===== config.mk =====
export PLATFORM = sky130hd
export DESIGN_NAME = memory_walker_flat
export DESIGN_NICKNAME = d
export VERILOG_FILES = /design/src/rtl/memory_walker_pkg.sv /design/src/rtl/memory_walker_if.sv /design/src/rtl/memory_walker_button_conditioner.sv /design/src/rtl/memory_walker.sv /design/src/flat_wrapper.sv
export SDC_FILE = /design/constraint.sdc
export NUM_CORES = 1
export LEC_CHECK = 0
export CAP_MARGIN = 15
export CORE_MARGIN = 1.5
export CORE_UTILIZATION = 52
export DETAILED_ROUTE_END_ITERATION = 12
export GPL_TIMING_DRIVEN = 0
export PLACE_DENSITY = 0.84
export SLEW_MARGIN = 20
export SYNTH_ARGS = -nofsm -noshare
export SYNTH_HDL_FRONTEND = slang
export SYNTH_HIERARCHICAL = 1
export SYNTH_SLANG_ARGS = --single-unit

===== constraint.sdc =====
create_clock -name clk -period 10.5 [get_ports clk]
set_input_delay 1.575 -clock clk [delete_from_list [all_inputs] [get_ports clk]]
set_output_delay 1.575 -clock clk [all_outputs]
set_load 0.05 [all_outputs]

===== src/rtl/memory_walker_pkg.sv =====
// memwalk_pkg: shared FSM state encoding and error-counter limit for memory_walker
package memwalk_pkg;
  typedef enum logic [2:0] {IDLE, RD_PRE, W_PRE, WR, RD_POST, W_POST, DONE} state_t;
  localparam logic [7:0] ERR_MAX = 8'd255;
  function automatic logic [7:0] sat_inc(input logic [7:0] v);
    return (v == ERR_MAX) ? v : v + 8'd1;
  endfunction
endpackage


===== src/rtl/memory_walker_if.sv =====
// memory_walker_if: single-port synchronous RAM bus between the walker and the RAM
interface memory_walker_if #(parameter int DATA_W = 16, parameter int ADDR_W = 10);
  logic [ADDR_W-1:0] mem_addr;
  logic [DATA_W-1:0] mem_wdata;
  logic              mem_we;
  logic [DATA_W-1:0] mem_rdata;
  modport master(output mem_addr, mem_wdata, mem_we, input mem_rdata);
  modport slave(input mem_addr, mem_wdata, mem_we, output mem_rdata);
endinterface


===== src/rtl/memory_walker_button_conditioner.sv =====
// button_conditioner: synchronises and debounces an active-low button, emits one pulse per accepted press
module button_conditioner #(
  parameter int DEBOUNCE_CYC = 50000
) (
  input  logic clk,
  input  logic rst,
  input  logic button_n,
  output logic press
);
  localparam int CW = $clog2(DEBOUNCE_CYC + 1);
  logic [1:0]    sync_q, sync_d;
  logic          level_q, level_d;
  logic [CW-1:0] cnt_q, cnt_d;
  logic          press_q, press_d;
  logic          accept;
  // cnt_q counts consecutive synchronised samples that disagree with the accepted level
  always_comb begin
    sync_d  = {sync_q[0], button_n};
    accept  = (sync_q[1] != level_q) && (cnt_q == CW'(DEBOUNCE_CYC - 1));
    cnt_d   = (sync_q[1] == level_q || accept) ? '0 : cnt_q + 1'b1;
    level_d = accept ? sync_q[1] : level_q;
    press_d = accept && !sync_q[1];
  end
  always_ff @(posedge clk or posedge rst)
    if (rst) begin
      sync_q  <= '0;
      level_q <= 1'b0;
      cnt_q   <= '0;
      press_q <= 1'b0;
    end else begin
      sync_q  <= sync_d;
      level_q <= level_d;
      cnt_q   <= cnt_d;
      press_q <= press_d;
    end
  assign press = press_q;
endmodule


===== src/rtl/memory_walker.sv =====
// memory_walker: walks a RAM doing read-before, write pattern, read-after, compare per address
// in step (button) or auto (free-running) mode, publishing progress for board display logic.
module memory_walker
  import memwalk_pkg::*;
#(
  parameter int DATA_W       = 16,
  parameter int ADDR_W       = 10,
  parameter int DEPTH        = 1024,
  parameter int DEBOUNCE_CYC = 50000,
  parameter int WRAP         = 0,
  parameter int INVERT       = 0
) (
  input  logic              clk,
  input  logic              rst,
  input  logic              button_n,
  input  logic              mode_auto,
  input  logic [DATA_W-1:0] seed,
  memory_walker_if.master   mem,
  output logic [ADDR_W-1:0] disp_addr,
  output logic [DATA_W-1:0] disp_write,
  output logic [DATA_W-1:0] disp_read,
  output logic              mismatch,
  output logic [7:0]        err_count,
  output logic [7:0]        pass_count,
  output logic              busy,
  output logic              done
);
  state_t            state_q, state_d;
  logic [ADDR_W-1:0] addr_q, addr_d;
  logic [DATA_W-1:0] seed_q, seed_d, wr_q, wr_d, rd_q, rd_d;
  logic              mis_q, mis_d;
  logic [7:0]        err_q, err_d, pass_q, pass_d;
  logic [DATA_W-1:0] sum, pat;
  logic              press, adv, last;
  button_conditioner #(.DEBOUNCE_CYC(DEBOUNCE_CYC)) u_btn (
    .clk(clk), .rst(rst), .button_n(button_n), .press(press)
  );
  always_comb begin
    adv     = mode_auto | press;
    sum     = DATA_W'(addr_q) + seed_q;
    pat     = (INVERT != 0) ? ~sum : sum;
    last    = addr_q == ADDR_W'(DEPTH - 1);
    state_d = state_q;
    addr_d  = addr_q;
    seed_d  = seed_q;
    wr_d    = wr_q;
    rd_d    = rd_q;
    mis_d   = mis_q;
    err_d   = err_q;
    pass_d  = pass_q;
    case (state_q)
      IDLE: if (adv) begin
        addr_d  = '0;
        seed_d  = seed;
        state_d = RD_PRE;
      end
      RD_PRE: state_d = W_PRE;
      W_PRE: if (adv) begin
        rd_d    = mem.mem_rdata;
        state_d = WR;
      end
      WR: begin
        wr_d    = pat;
        state_d = RD_POST;
      end
      RD_POST: state_d = W_POST;
      W_POST: if (adv) begin
        rd_d = mem.mem_rdata;
        if (mem.mem_rdata != pat) begin
          mis_d = 1'b1;
          err_d = sat_inc(err_q);
        end
        if (!last) begin
          addr_d  = addr_q + 1'b1;
          state_d = RD_PRE;
        end else if (WRAP != 0) begin
          addr_d  = '0;
          pass_d  = pass_q + 8'd1;
          seed_d  = seed_q + 1'b1;
          state_d = RD_PRE;
        end else begin
          state_d = DONE;
        end
      end
      DONE: if (press) state_d = IDLE;
      default: state_d = IDLE;
    endcase
  end
  always_ff @(posedge clk or posedge rst)
    if (rst) begin
      state_q <= IDLE;
      addr_q  <= '0;
      seed_q  <= '0;
      wr_q    <= '0;
      rd_q    <= '0;
      mis_q   <= 1'b0;
      err_q   <= '0;
      pass_q  <= '0;
    end else begin
      state_q <= state_d;
      addr_q  <= addr_d;
      seed_q  <= seed_d;
      wr_q    <= wr_d;
      rd_q    <= rd_d;
      mis_q   <= mis_d;
      err_q   <= err_d;
      pass_q  <= pass_d;
    end
  // write data is gated so the bus idles at zero outside WR
  assign mem.mem_addr  = addr_q;
  assign mem.mem_we    = state_q == WR;
  assign mem.mem_wdata = (state_q == WR) ? pat : '0;
  assign disp_addr     = addr_q;
  assign disp_write    = wr_q;
  assign disp_read     = rd_q;
  assign mismatch      = mis_q;
  assign err_count     = err_q;
  assign pass_count    = pass_q;
  assign busy          = state_q != IDLE && state_q != DONE;
  assign done          = state_q == DONE;
endmodule


===== src/flat_wrapper.sv =====
// flat-port wrapper written by rule: the top's interface ports become plain ports
module memory_walker_flat import memwalk_pkg::*;
#(
  parameter int DATA_W       = 16,
  parameter int ADDR_W       = 10,
  parameter int DEPTH        = 1024,
  parameter int DEBOUNCE_CYC = 50000,
  parameter int WRAP         = 0,
  parameter int INVERT       = 0
)
  (clk, rst, button_n, mode_auto, seed, disp_addr, disp_write, disp_read, mismatch, err_count, pass_count, busy, done, mem_mem_addr, mem_mem_wdata, mem_mem_we, mem_mem_rdata);
  memory_walker_if #(.DATA_W(DATA_W), .ADDR_W(ADDR_W)) mem_i ();
  input  logic clk;
  input  logic rst;
  input  logic button_n;
  input  logic mode_auto;
  input  logic [DATA_W-1:0] seed;
  output logic [ADDR_W-1:0] disp_addr;
  output logic [DATA_W-1:0] disp_write;
  output logic [DATA_W-1:0] disp_read;
  output logic mismatch;
  output logic [7:0] err_count;
  output logic [7:0] pass_count;
  output logic busy;
  output logic done;
  output wire logic [$bits(mem_i.mem_addr)-1:0] mem_mem_addr;
  output wire logic [$bits(mem_i.mem_wdata)-1:0] mem_mem_wdata;
  output wire logic [$bits(mem_i.mem_we)-1:0] mem_mem_we;
  input wire logic [$bits(mem_i.mem_rdata)-1:0] mem_mem_rdata;
  assign mem_mem_addr = mem_i.mem_addr;
  assign mem_mem_wdata = mem_i.mem_wdata;
  assign mem_mem_we = mem_i.mem_we;
  assign mem_i.mem_rdata = mem_mem_rdata;
  memory_walker #(.DATA_W(DATA_W), .ADDR_W(ADDR_W), .DEPTH(DEPTH), .DEBOUNCE_CYC(DEBOUNCE_CYC), .WRAP(WRAP), .INVERT(INVERT)) u_core (.clk(clk), .rst(rst), .button_n(button_n), .mode_auto(mode_auto), .seed(seed), .mem(mem_i), .disp_addr(disp_addr), .disp_write(disp_write), .disp_read(disp_read), .mismatch(mismatch), .err_count(err_count), .pass_count(pass_count), .busy(busy), .done(done));
endmodule

After elaboration in Yosys (flattened, before gate mapping)

Index checks and enable logic that the tools add are counted.

Flip-flop bits (word level): 90
Latch bits: 0
Memory bits (writable): 0
Memory bits (read-only): 0
Input port bits: 36
Output and inout port bits: 88
Word-level logic and storage cells: 62
Memories kept: 0

Add/sub/neg operators: 4
$mul: 0
Div/mod/pow operators: 0
Order comparisons: 0
Equality and inequality tests: 18
Shift-type cells: 0
Muxes and demuxes: 12
Bitwise gates (word level): 2
Reduce and logical (&&, ||, !) cells: 15

Operator list:

| cell                                                            | number |
|---|---|
| 16-bit 2-to-1 mux                                               | 2 |
| 10-bit 2-to-1 mux                                               | 3 |
| 3-bit one-hot mux with 7 select lines                           | 1 |
| 10-bit one-hot mux with 2 select lines                          | 1 |
| 10-bit by 16-bit adder with 16-bit output                       | 1 |
| 16-bit by 1-bit adder with 16-bit output, second input constant | 1 |
| 16-bit == test, second input constant                           | 1 |
| 16-bit != test                                                  | 1 |
| 3-bit 2-to-1 mux                                                | 5 |
| 4-bit AND reduction                                             | 3 |
| 10-bit by 1-bit adder with 10-bit output, second input constant | 1 |
| 10-bit == test, second input constant                           | 1 |
| 3-bit == test, second input constant                            | 3 |
| 8-bit by 1-bit adder with 8-bit output, second input constant   | 1 |
| 8-bit == test, second input constant                            | 1 |
| 2-bit by 1-bit != test with 1-bit output, second input constant | 4 |
| 3-bit by 2-bit == test with 1-bit output, second input constant | 2 |
| 2-bit AND reduction                                             | 2 |
| 3-bit by 1-bit == test with 1-bit output, second input constant | 1 |
| 1-bit logical AND                                               | 3 |
| 3-bit logical NOT                                               | 1 |
| 3-bit != test, second input constant                            | 1 |
| 3-bit AND reduction                                             | 1 |
| 3-bit nonzero test                                              | 1 |
| 9 further kinds                                                 | 9 |

Logic depth before layout (Yosys ltp)

Depth after elaboration: 4
Depth in mapped cells: 11
Depth with buffers taken out: 11

By module

The synthesis kept the hierarchy.

By module, submodules not included:

| module             | times used | cells an instance | area an instance (um2) | sequential area each (um2) |
|---|---|---|---|---|
| memory_walker      | 1          | 375               | 3,937.5                | 1,751.7 |
| button_conditioner | 1          | 94                | 1,063.5                | 500.5 |

Worst setup path before layout

No wires, ideal clock.

Kind: register to output
Start point: register u_core.addr_q[0], in the netlist u_core/disp_addr[0]
End point: output mem_mem_wdata[12]
Arrival: 3.185 ns
Required time: 8.925 ns
Slack: 5.740 ns
Cell stages (with the launch flop): 9
Path buffers: 0
Path through: dfrtp_1 ha_1 fa_1 a21o_1 a221oi_1 o21ai_0 nand3_1 xor2_1 nor2_1

Cells in the longest elaborated chain, start to end: 2

Ends and longest elaborated chain:

| item                                      | RTL line             | text |
|---|---|---|
| from (decl)                               | memory_walker.sv:29  | `logic [ADDR_W-1:0] addr_q, addr_d;` |
| from (signal assigned)                    | memory_walker.sv:101 | `addr_q <= addr_d;` |
| 10-bit by 16-bit adder with 16-bit output | memory_walker.sv:40  | `sum = DATA_W'(addr_q) + seed_q;` |
| 16-bit 2-to-1 mux                         | memory_walker.sv:112 | `assign mem.mem_wdata = (state_q == WR) ? pat : '0;` |
| to (decl)                                 | flat_wrapper.sv:27   | `output wire logic [$bits(mem_i.mem_wdata)-1:0] mem_mem_wdata;` |

Every way passes these cells.

Worst setup path after layout

Same ends and word-level chain as after synthesis.

==> impl_metrics.env <==
export IMPL_status="complete, no violations"
export IMPL_timing_worst_slew_pin_value_ns=0.8997
export IMPL_cts_clk_pin_slew_worst_paths_ns=0.08
export IMPL_cts_sinks=90
export IMPL_sequentialPowerShare_pct=49.5
export IMPL_timing_final_max_slew_violations=0
export IMPL_cp_slowest_stage_delay_ns=0.83
export IMPL_utilization_of_the_core_after_routing_pct=71.32
export IMPL_holdBufCountCts=0
export IMPL_post_route_min_period_ns=5.663
export IMPL_first_global_vias=4035
export IMPL_cts_resized=0
export IMPL_drt_antenna_violating_nets=0
export IMPL_maxCapViolations=0
export IMPL_post_synth_instance_area_mm2=0.005001
export IMPL_synth_enable_flop_cells=0
export IMPL_grt_busiest_layer="met2"
export IMPL_timing_critical_path_slowest_stage_cell="sky130_fd_sc_hd__clkdlybuf4s50_1"
export IMPL_yosys_area_top_type="sky130_fd_sc_hd__dfrtp_1"
export IMPL_global_route_usage_met3_pct=3.398
export IMPL_finalHoldViolations=0
export IMPL_p_leak_nw=3.104
export IMPL_worst_hold_slack_ns=0.3571
export IMPL_synth_seq_cells=90
export IMPL_hold_path_class="reg2reg"
export IMPL_io_buffer_count=115
export IMPL_p_switching_uw=167.9
export IMPL_power_frac_comb_pct=10.2
export IMPL_drc_errors=0
export IMPL_post_route_setup_tns_ns=0
export IMPL_area_growth_pct=32.40
export IMPL_setup_worst_path_start_class="flip-flop"
export IMPL_grt_first_pass_wirelength_um=19400
export IMPL_initial_core_utilization_pct=53.87
export IMPL_detailedPlacementHpwl_um=9150
export IMPL_grt_util_met2_pct=44.35
export IMPL_grt_remaining_overflow=0
export IMPL_worst_r2r_setup_slack_ns=6.23
export IMPL_netlist_top_cells_count="90 x sky130_fd_sc_hd__dfrtp_1, 37 x sky130_fd_sc_hd__nor2_1, 32 x sky130_fd_sc_hd__mux2_2"
export IMPL_cts_post_setup_buffers_inserted=0
export IMPL_number_of_antenna_repair_diodes=0
export IMPL_num_vias=4046
export IMPL_globalRouteTotalUtil_pct=24.13
export IMPL_worst_clock_skew_ns=0.01826
export IMPL_slew_limit_headroom_pct=39.56
export IMPL_grt_antenna_before_repair=0
export IMPL_timing_critical_path_to_type="output pin"
export IMPL_core_area_mm2=0.009284
export IMPL_post_synth_top_count_cell="sky130_fd_sc_hd__dfrtp_1"
export IMPL_final_area_mm2=0.006621
export IMPL_cell_internal_pwr_uw=550.5
export IMPL_setup_viol=0
export IMPL_syn_inst=469
export IMPL_grt_start_max_net_pins=48
export IMPL_clock_tree_htree_level_count=3
export IMPL_post_drt_via_cell_ratio=5.490
export IMPL_synth_seq_area_share_pct=45.03
export IMPL_drtPass1Iterations=5
export IMPL_numCtsBuffers=9
export IMPL_synthesis_area_per_instance_um2=10.66
export IMPL_power_density_mw_per_mm2=108.5
export IMPL_cp_max_fo=8
export IMPL_drive_above_1_share_pct=16.45
export IMPL_clockRootBuffer="sky130_fd_sc_hd__clkbuf_8"
export IMPL_clk_latency_ns=0.35
export IMPL_data_arrival_critical_path_ns=4.09
export IMPL_max_freq_mhz=176.6
export IMPL_timing_final_crit_share_pct=53.94
export IMPL_synth_cell_types=59
export IMPL_synth_async_reset_ratio_pct=100.0
export IMPL_criticalPathCategory="reg2out"
export IMPL_power_switching_fraction_pct=23.38
export IMPL_grt_util_met1_pct=28.68
export IMPL_fp_dieH_um=101.1
export IMPL_unrepaired_setup_endpoints_after_global_routing="no"
export IMPL_full_die_area_mm2=0.01022
export IMPL_wirelength_routed_um=11940
export IMPL_num_fill_cells=670
export IMPL_cts_buffer_depth=2
export IMPL_clock_tree_from_tritoncts="yes"
export IMPL_gp_congestion=0.9270
export IMPL_fin_nets=653
export IMPL_place_area_mm2=0.006370
export IMPL_ys_warnings_count=6
export IMPL_worstPathRequired_ns=8.93
export IMPL_synth_area_top_cells="sky130_fd_sc_hd__dfrtp_1 45%, sky130_fd_sc_hd__mux2_2 7.2%, sky130_fd_sc_hd__xnor2_1 5.1%, sky130_fd_sc_hd__xor2_1 4.6%, sky130_fd_sc_hd__a21o_1 3.3%"
export IMPL_placement_rows=35
export IMPL_io_pins=124
export IMPL_die_x_um=101.1
export IMPL_post_drt_wl_per_cell_um=16.19
export IMPL_synth_ff_type="sky130_fd_sc_hd__dfrtp_1"
export IMPL_power_share_clock_pct=40.2
export IMPL_power_ir_vdd_worst_v=0.00009777
export IMPL_synth_largest_type_area_fraction_pct=45.03
export IMPL_critical_path_cell_chain="ha_1, fa_1, a21o_1, a221oi_1, o21ai_0, nand3_1, xor2_1, nor2_1, clkdlybuf4s50_1"
export IMPL_first_iter_violations=120
## sequential cells by signal (all words and copies together), names as in the netlist, 2 cells and up
register	count
u_core/u_btn/sync_q	2
u_core/u_btn/cnt_q	16
u_core/disp_read	16
u_core/disp_write	16
u_core/disp_addr	10
u_core/seed_q	16
u_core/state_q	3
u_core/err_count	8
## worst max-delay path: cells and delay by family, from the launching register on
| kind | cells | cell delay [ns] |
|---|---|---|
| AND/OR/NAND/NOR | 2 | 0.41 |
| XOR/XNOR | 1 | 0.11 |
| flip-flops | 1 | 0.49 |
| AO/OA/AOI/OAI | 3 | 1.21 |
| buffers and inverters | 1 | 0.83 |
| adder cells (fa/ha/maj) | 2 | 0.71 |
## kinds of logic after synthesis
| logic type | after synthesis | synth area share (%) |
|---|---|---|
| compound gates | 73 | 9.532 |
| mux | 36 | 8.156 |
| simple gates | 148 | 16.69 |
| fa+ha+maj | 14 | 3.653 |
| buf+inv | 48 | 5.554 |
| xor+xnor | 59 | 11.31 |
| flops | 90 | 45.03 |
| other cells | 1 | 0.07498 |
## path summary, 6_finish.rpt
check | startpoint | endpoint | cells after the start
max | u_core/disp_addr[0] | mem_mem_wdata[12] | 9
min | u_core/u_btn/sync_q[0] | u_core/u_btn/sync_q[1] | 0
max reg2reg | u_core/disp_addr[0] | u_core/err_count[6] | 11
min reg2reg | u_core/u_btn/sync_q[0] | u_core/u_btn/sync_q[1] | 0
max in group asynchronous | rst | u_core/u_btn/cnt_q[10] | 2
min in group asynchronous | rst | u_core/seed_q[5] | 2
## layout make-up
cell class | instances | area, um2 | area share (%)
Buffer | 37 | 236.5 | 3.571
Clock buffer | 10 | 137.6 | 2.079
Clock inverter | 6 | 113.9 | 1.720
Inverter | 11 | 43.79 | 0.6614
Multi-Input combinational cell | 338 | 2497 | 37.72
Sequential cell | 90 | 2252 | 34.01
Tap cell | 129 | 161.4 | 2.438
Timing Repair Buffer | 116 | 1179 | 17.80
## metal layers
layer / vias to the layer above / part of all wire [%]
met1: 1971 / 41
met3: 37 / 5.2
met2: 161 / 51
met4: 0 / 2.7
li1: 1877 / -
met5: - / 0
## power groups by stage
stage	combinational, mW	sequential [mW]	clock, mW
after global placement	0.0696	0.362	0
final	0.0734	0.356	0.289
after detailed placement	0.0729	0.363	0
after floorplan	0.0454	0.363	0
after CTS	0.0735	0.356	0.296
after global routing	0.0795	0.357	0.310
## stage by stage
stage                     power [mW]  std cells  setup WS [ns]
after detailed placement      0.4356        721          5.258
after global placement        0.4321        720          5.329
final                         0.7185        737          4.837
after CTS                     0.7251        737          4.849
after global routing          0.7458        737          4.693
after floorplan               0.4083        476          5.740
## layout by cell type (no fill, tap or decap), types with 12 or more instances in the layout
| cell | synthesis | layout |
|---|---|---|
| sky130_fd_sc_hd__a21oi_1 | 14 | 14 |
| sky130_fd_sc_hd__buf_4 | 18 | 18 |
| sky130_fd_sc_hd__a21o_1 | 22 | 22 |
| sky130_fd_sc_hd__clkbuf_1 | 12 | 12 |
| sky130_fd_sc_hd__ha_1 | 13 | 13 |
| sky130_fd_sc_hd__nand3_1 | 15 | 15 |
| sky130_fd_sc_hd__xor2_1 | 26 | 26 |
| sky130_fd_sc_hd__mux2_2 | 32 | 32 |
| sky130_fd_sc_hd__o21ai_0 | 16 | 16 |
| sky130_fd_sc_hd__nor2_2 | 12 | 12 |
| sky130_fd_sc_hd__dfrtp_1 | 90 | 90 |
| sky130_fd_sc_hd__nor2_1 | 37 | 37 |
| sky130_fd_sc_hd__xnor2_1 | 29 | 29 |
| sky130_fd_sc_hd__nand2_1 | 26 | 26 |
| sky130_fd_sc_hd__clkdlybuf4s50_1 | 0 | 115 |
Power figures use the tool's default switching activity.
==> edit (same settings) <==
The 7 states of `state_t` get a Gray code encoding in 3 bits.
--- a/src/rtl/memory_walker_pkg.sv
+++ b/src/rtl/memory_walker_pkg.sv
@@ -1,6 +1,6 @@
 // memwalk_pkg: shared FSM state encoding and error-counter limit for memory_walker
 package memwalk_pkg;
-  typedef enum logic [2:0] {IDLE, RD_PRE, W_PRE, WR, RD_POST, W_POST, DONE} state_t;
+  typedef enum logic [2:0] {IDLE = 3'b000, RD_PRE = 3'b001, W_PRE = 3'b011, WR = 3'b010, RD_POST = 3'b110, W_POST = 3'b111, DONE = 3'b101} state_t;
   localparam logic [7:0] ERR_MAX = 8'd255;
   function automatic logic [7:0] sat_inc(input logic [7:0] v);
     return (v == ERR_MAX) ? v : v + 8'd1;
Function: same outputs for any inputs over 10 cycles, from zero or initial values and one cycle with rst high; not proved beyond that.
==> edit against the unedited design <==
- cell area grew 3.5%
- wire length grew 11%
- via count up 8.6%
- die area increased by 5.3%
- synthesized cell count grew 8.7%
- sequential cell count did not move
- area after synthesis rose by 5.5%
- register-to-register slack better by 0.19 ns
- worst setup slack improved by 0.29 ns
- non-clock buffer count up 5
- hold slack gained 0.0020 ns
- critical endpoint is now mem_mem_wdata[9]
- largest cell class unchanged
Power is not compared: it rests on default switching activity, and its combinational part moved more than twofold at a synthesized area within 25%.
==> edit: results (changes against the unedited design) <==
Status
  • Status: complete, no violations (unchanged)

STA
  • Final Skew: 0.00949 ns (was 0.0183 ns)
  • Least-Margin Pin Slew: 1.04 ns (was 0.900 ns)

Placed design
  • Post-DP HPWL: 10.2 mm (was 9.15 mm)
  • Gpl congestion: 0.897 (was 0.927)
  • Placement-stage cell area: 6640 µm² (was 6370 µm²)
  • Dpl ws: 5.60 ns (was 5.26 ns)
  • Placed Instances: 766 (was 721)

Worst setup path
  • Data arrival time of the worst path: 3.80 ns (was 4.09 ns)
  • Delay-heaviest family, CP: buffers and inverters (was compound AO/OA/AOI/OAI gates)
  • Reg2reg setup slack: 6.42 ns (was 6.23 ns)
  • Crit-path max FO: 10 (was 8)
  • Reg2reg path depth: 12 (was 11)
  • Largest stage delay, worst path: 0.80 ns (was 0.83 ns)

Drt
  • Met3 WL post-DR: 635 µm (was 623 µm)
  • DR iter-0 viols: 188 (was 120)
  • Met1 Routed Length: 5.67 mm (was 4.85 mm)
  • Met2 routed wirelength: 6.69 mm (was 6.14 mm)
  • Vias/cell: 5.63 (was 5.49)
  • Pre-antenna DRT Iters: 4 (was 5)

GRT
  • Largest net degree at the start of global routing: 37 (was 48)
  • Met2 usage: 44.8% (was 44.3%)
  • GR Util met1: 33.1% (was 28.7%)
  • Global-route usage over all layers: 25.9% (was 24.1%)
  • Met3 global-route usage: 4.03% (was 3.40%)
  • First-pass GRT wire length: 22.2 mm (was 19.4 mm)

Logic synthesis
  • Adder-Cell Fraction of Synth Area: 3.46% (was 3.65%)
  • Xor and xnor area share after synthesis: 8.90% (was 11.3%)
  • Mean post-synth cell area: 10.3 µm² (was 10.7 µm²)
  • Distinct cells, synth: 71 (was 59)
  • Synth top cells by count: dfrtp_1 (90), nor2_1 (44), mux2_2 (33) (was dfrtp_1 (90), nor2_1 (37), mux2_2 (32))
  • Post-synth top flop: dfrtp_1 (unchanged)
  • Synth warnings: 6 (unchanged)
  • Post-synthesis mux area share: 8.33% (was 8.16%)
  • Synth area leaders: dfrtp_1 (43%), mux2_2 (7.0%), xor2_1 (5.3%), xnor2_1 (3.2%), nor2_1 (3.1%) (was dfrtp_1 (45%), mux2_2 (7.2%), xnor2_1 (5.1%), xor2_1 (4.6%), a21o_1 (3.3%))
  • Complex-gate fraction of the synthesized area: 10.9% (was 9.53%)
  • Sequential-to-total area share from yosys stat: 42.7% (was 45.0%)

Finish
  • Share of layout cells above drive strength 1: 17.9% (was 16.4%)
  • Nets: 694 (was 653)
[edit: power by group]
group | internal [mW] | switching (mW) | total, mW
Sequential | 0.457 | 0.0819 | 0.539
Combinational | 0.416 | 0.710 | 1.13
Clock | 0.132 | 0.120 | 0.252
[edit: per-stage QoR]
| step | total power [mW] | hold slack, ns |
|---|---|---|
| floorplan | 1.32 | 0.331 |
| global placement | 1.64 | 0.332 |
| detailed placement | 1.67 | 0.344 |
| CTS | 1.93 | 0.366 |
| global route | 2.02 | 0.387 |
| finish | 1.92 | 0.359 |
[edit: logic make-up after synthesis]
| logic type | Yosys count |
|---|---|
| AOI/OAI and AO/OA | 84 |
| other | 1 |
| and+or+nand+nor | 179 |
| adders and majority gates | 14 |
| muxes | 39 |
| DFF | 90 |
| xor gates and xnor gates | 52 |
| buffers and inverters | 51 |
[edit: worst max path at each step]
stage,start,to,slack [ns],depth (start not counted)
after CTS,u_core/disp_addr[3]$_DFFE_PP0P_,mem_mem_wdata[9],5.18,12
after global placement,mem_mem_rdata[0],u_core/err_count[6]$_DFFE_PP0P_,5.56,11
after detailed placement,u_core/disp_addr[3]$_DFFE_PP0P_,mem_mem_wdata[9],5.60,12
final,u_core/disp_addr[3]$_DFFE_PP0P_,mem_mem_wdata[9],5.12,12
after global routing,u_core/disp_addr[3]$_DFFE_PP0P_,mem_mem_wdata[9],4.94,12
after floorplan,u_core/disp_addr[0]$_DFFE_PP0P_,mem_mem_wdata[14],5.86,8
[edit: cell type report]
cell class / count / area [µm²]
fill: 778 / 2970
multi-input combinational: 376 / 2760
sequential: 90 / 2250
timing repair buffer: 116 / 1170
buffer: 42 / 265
tap: 133 / 166
clock buffer: 10 / 128
clock inverter: 5 / 80.1
inverter: 9 / 36.3
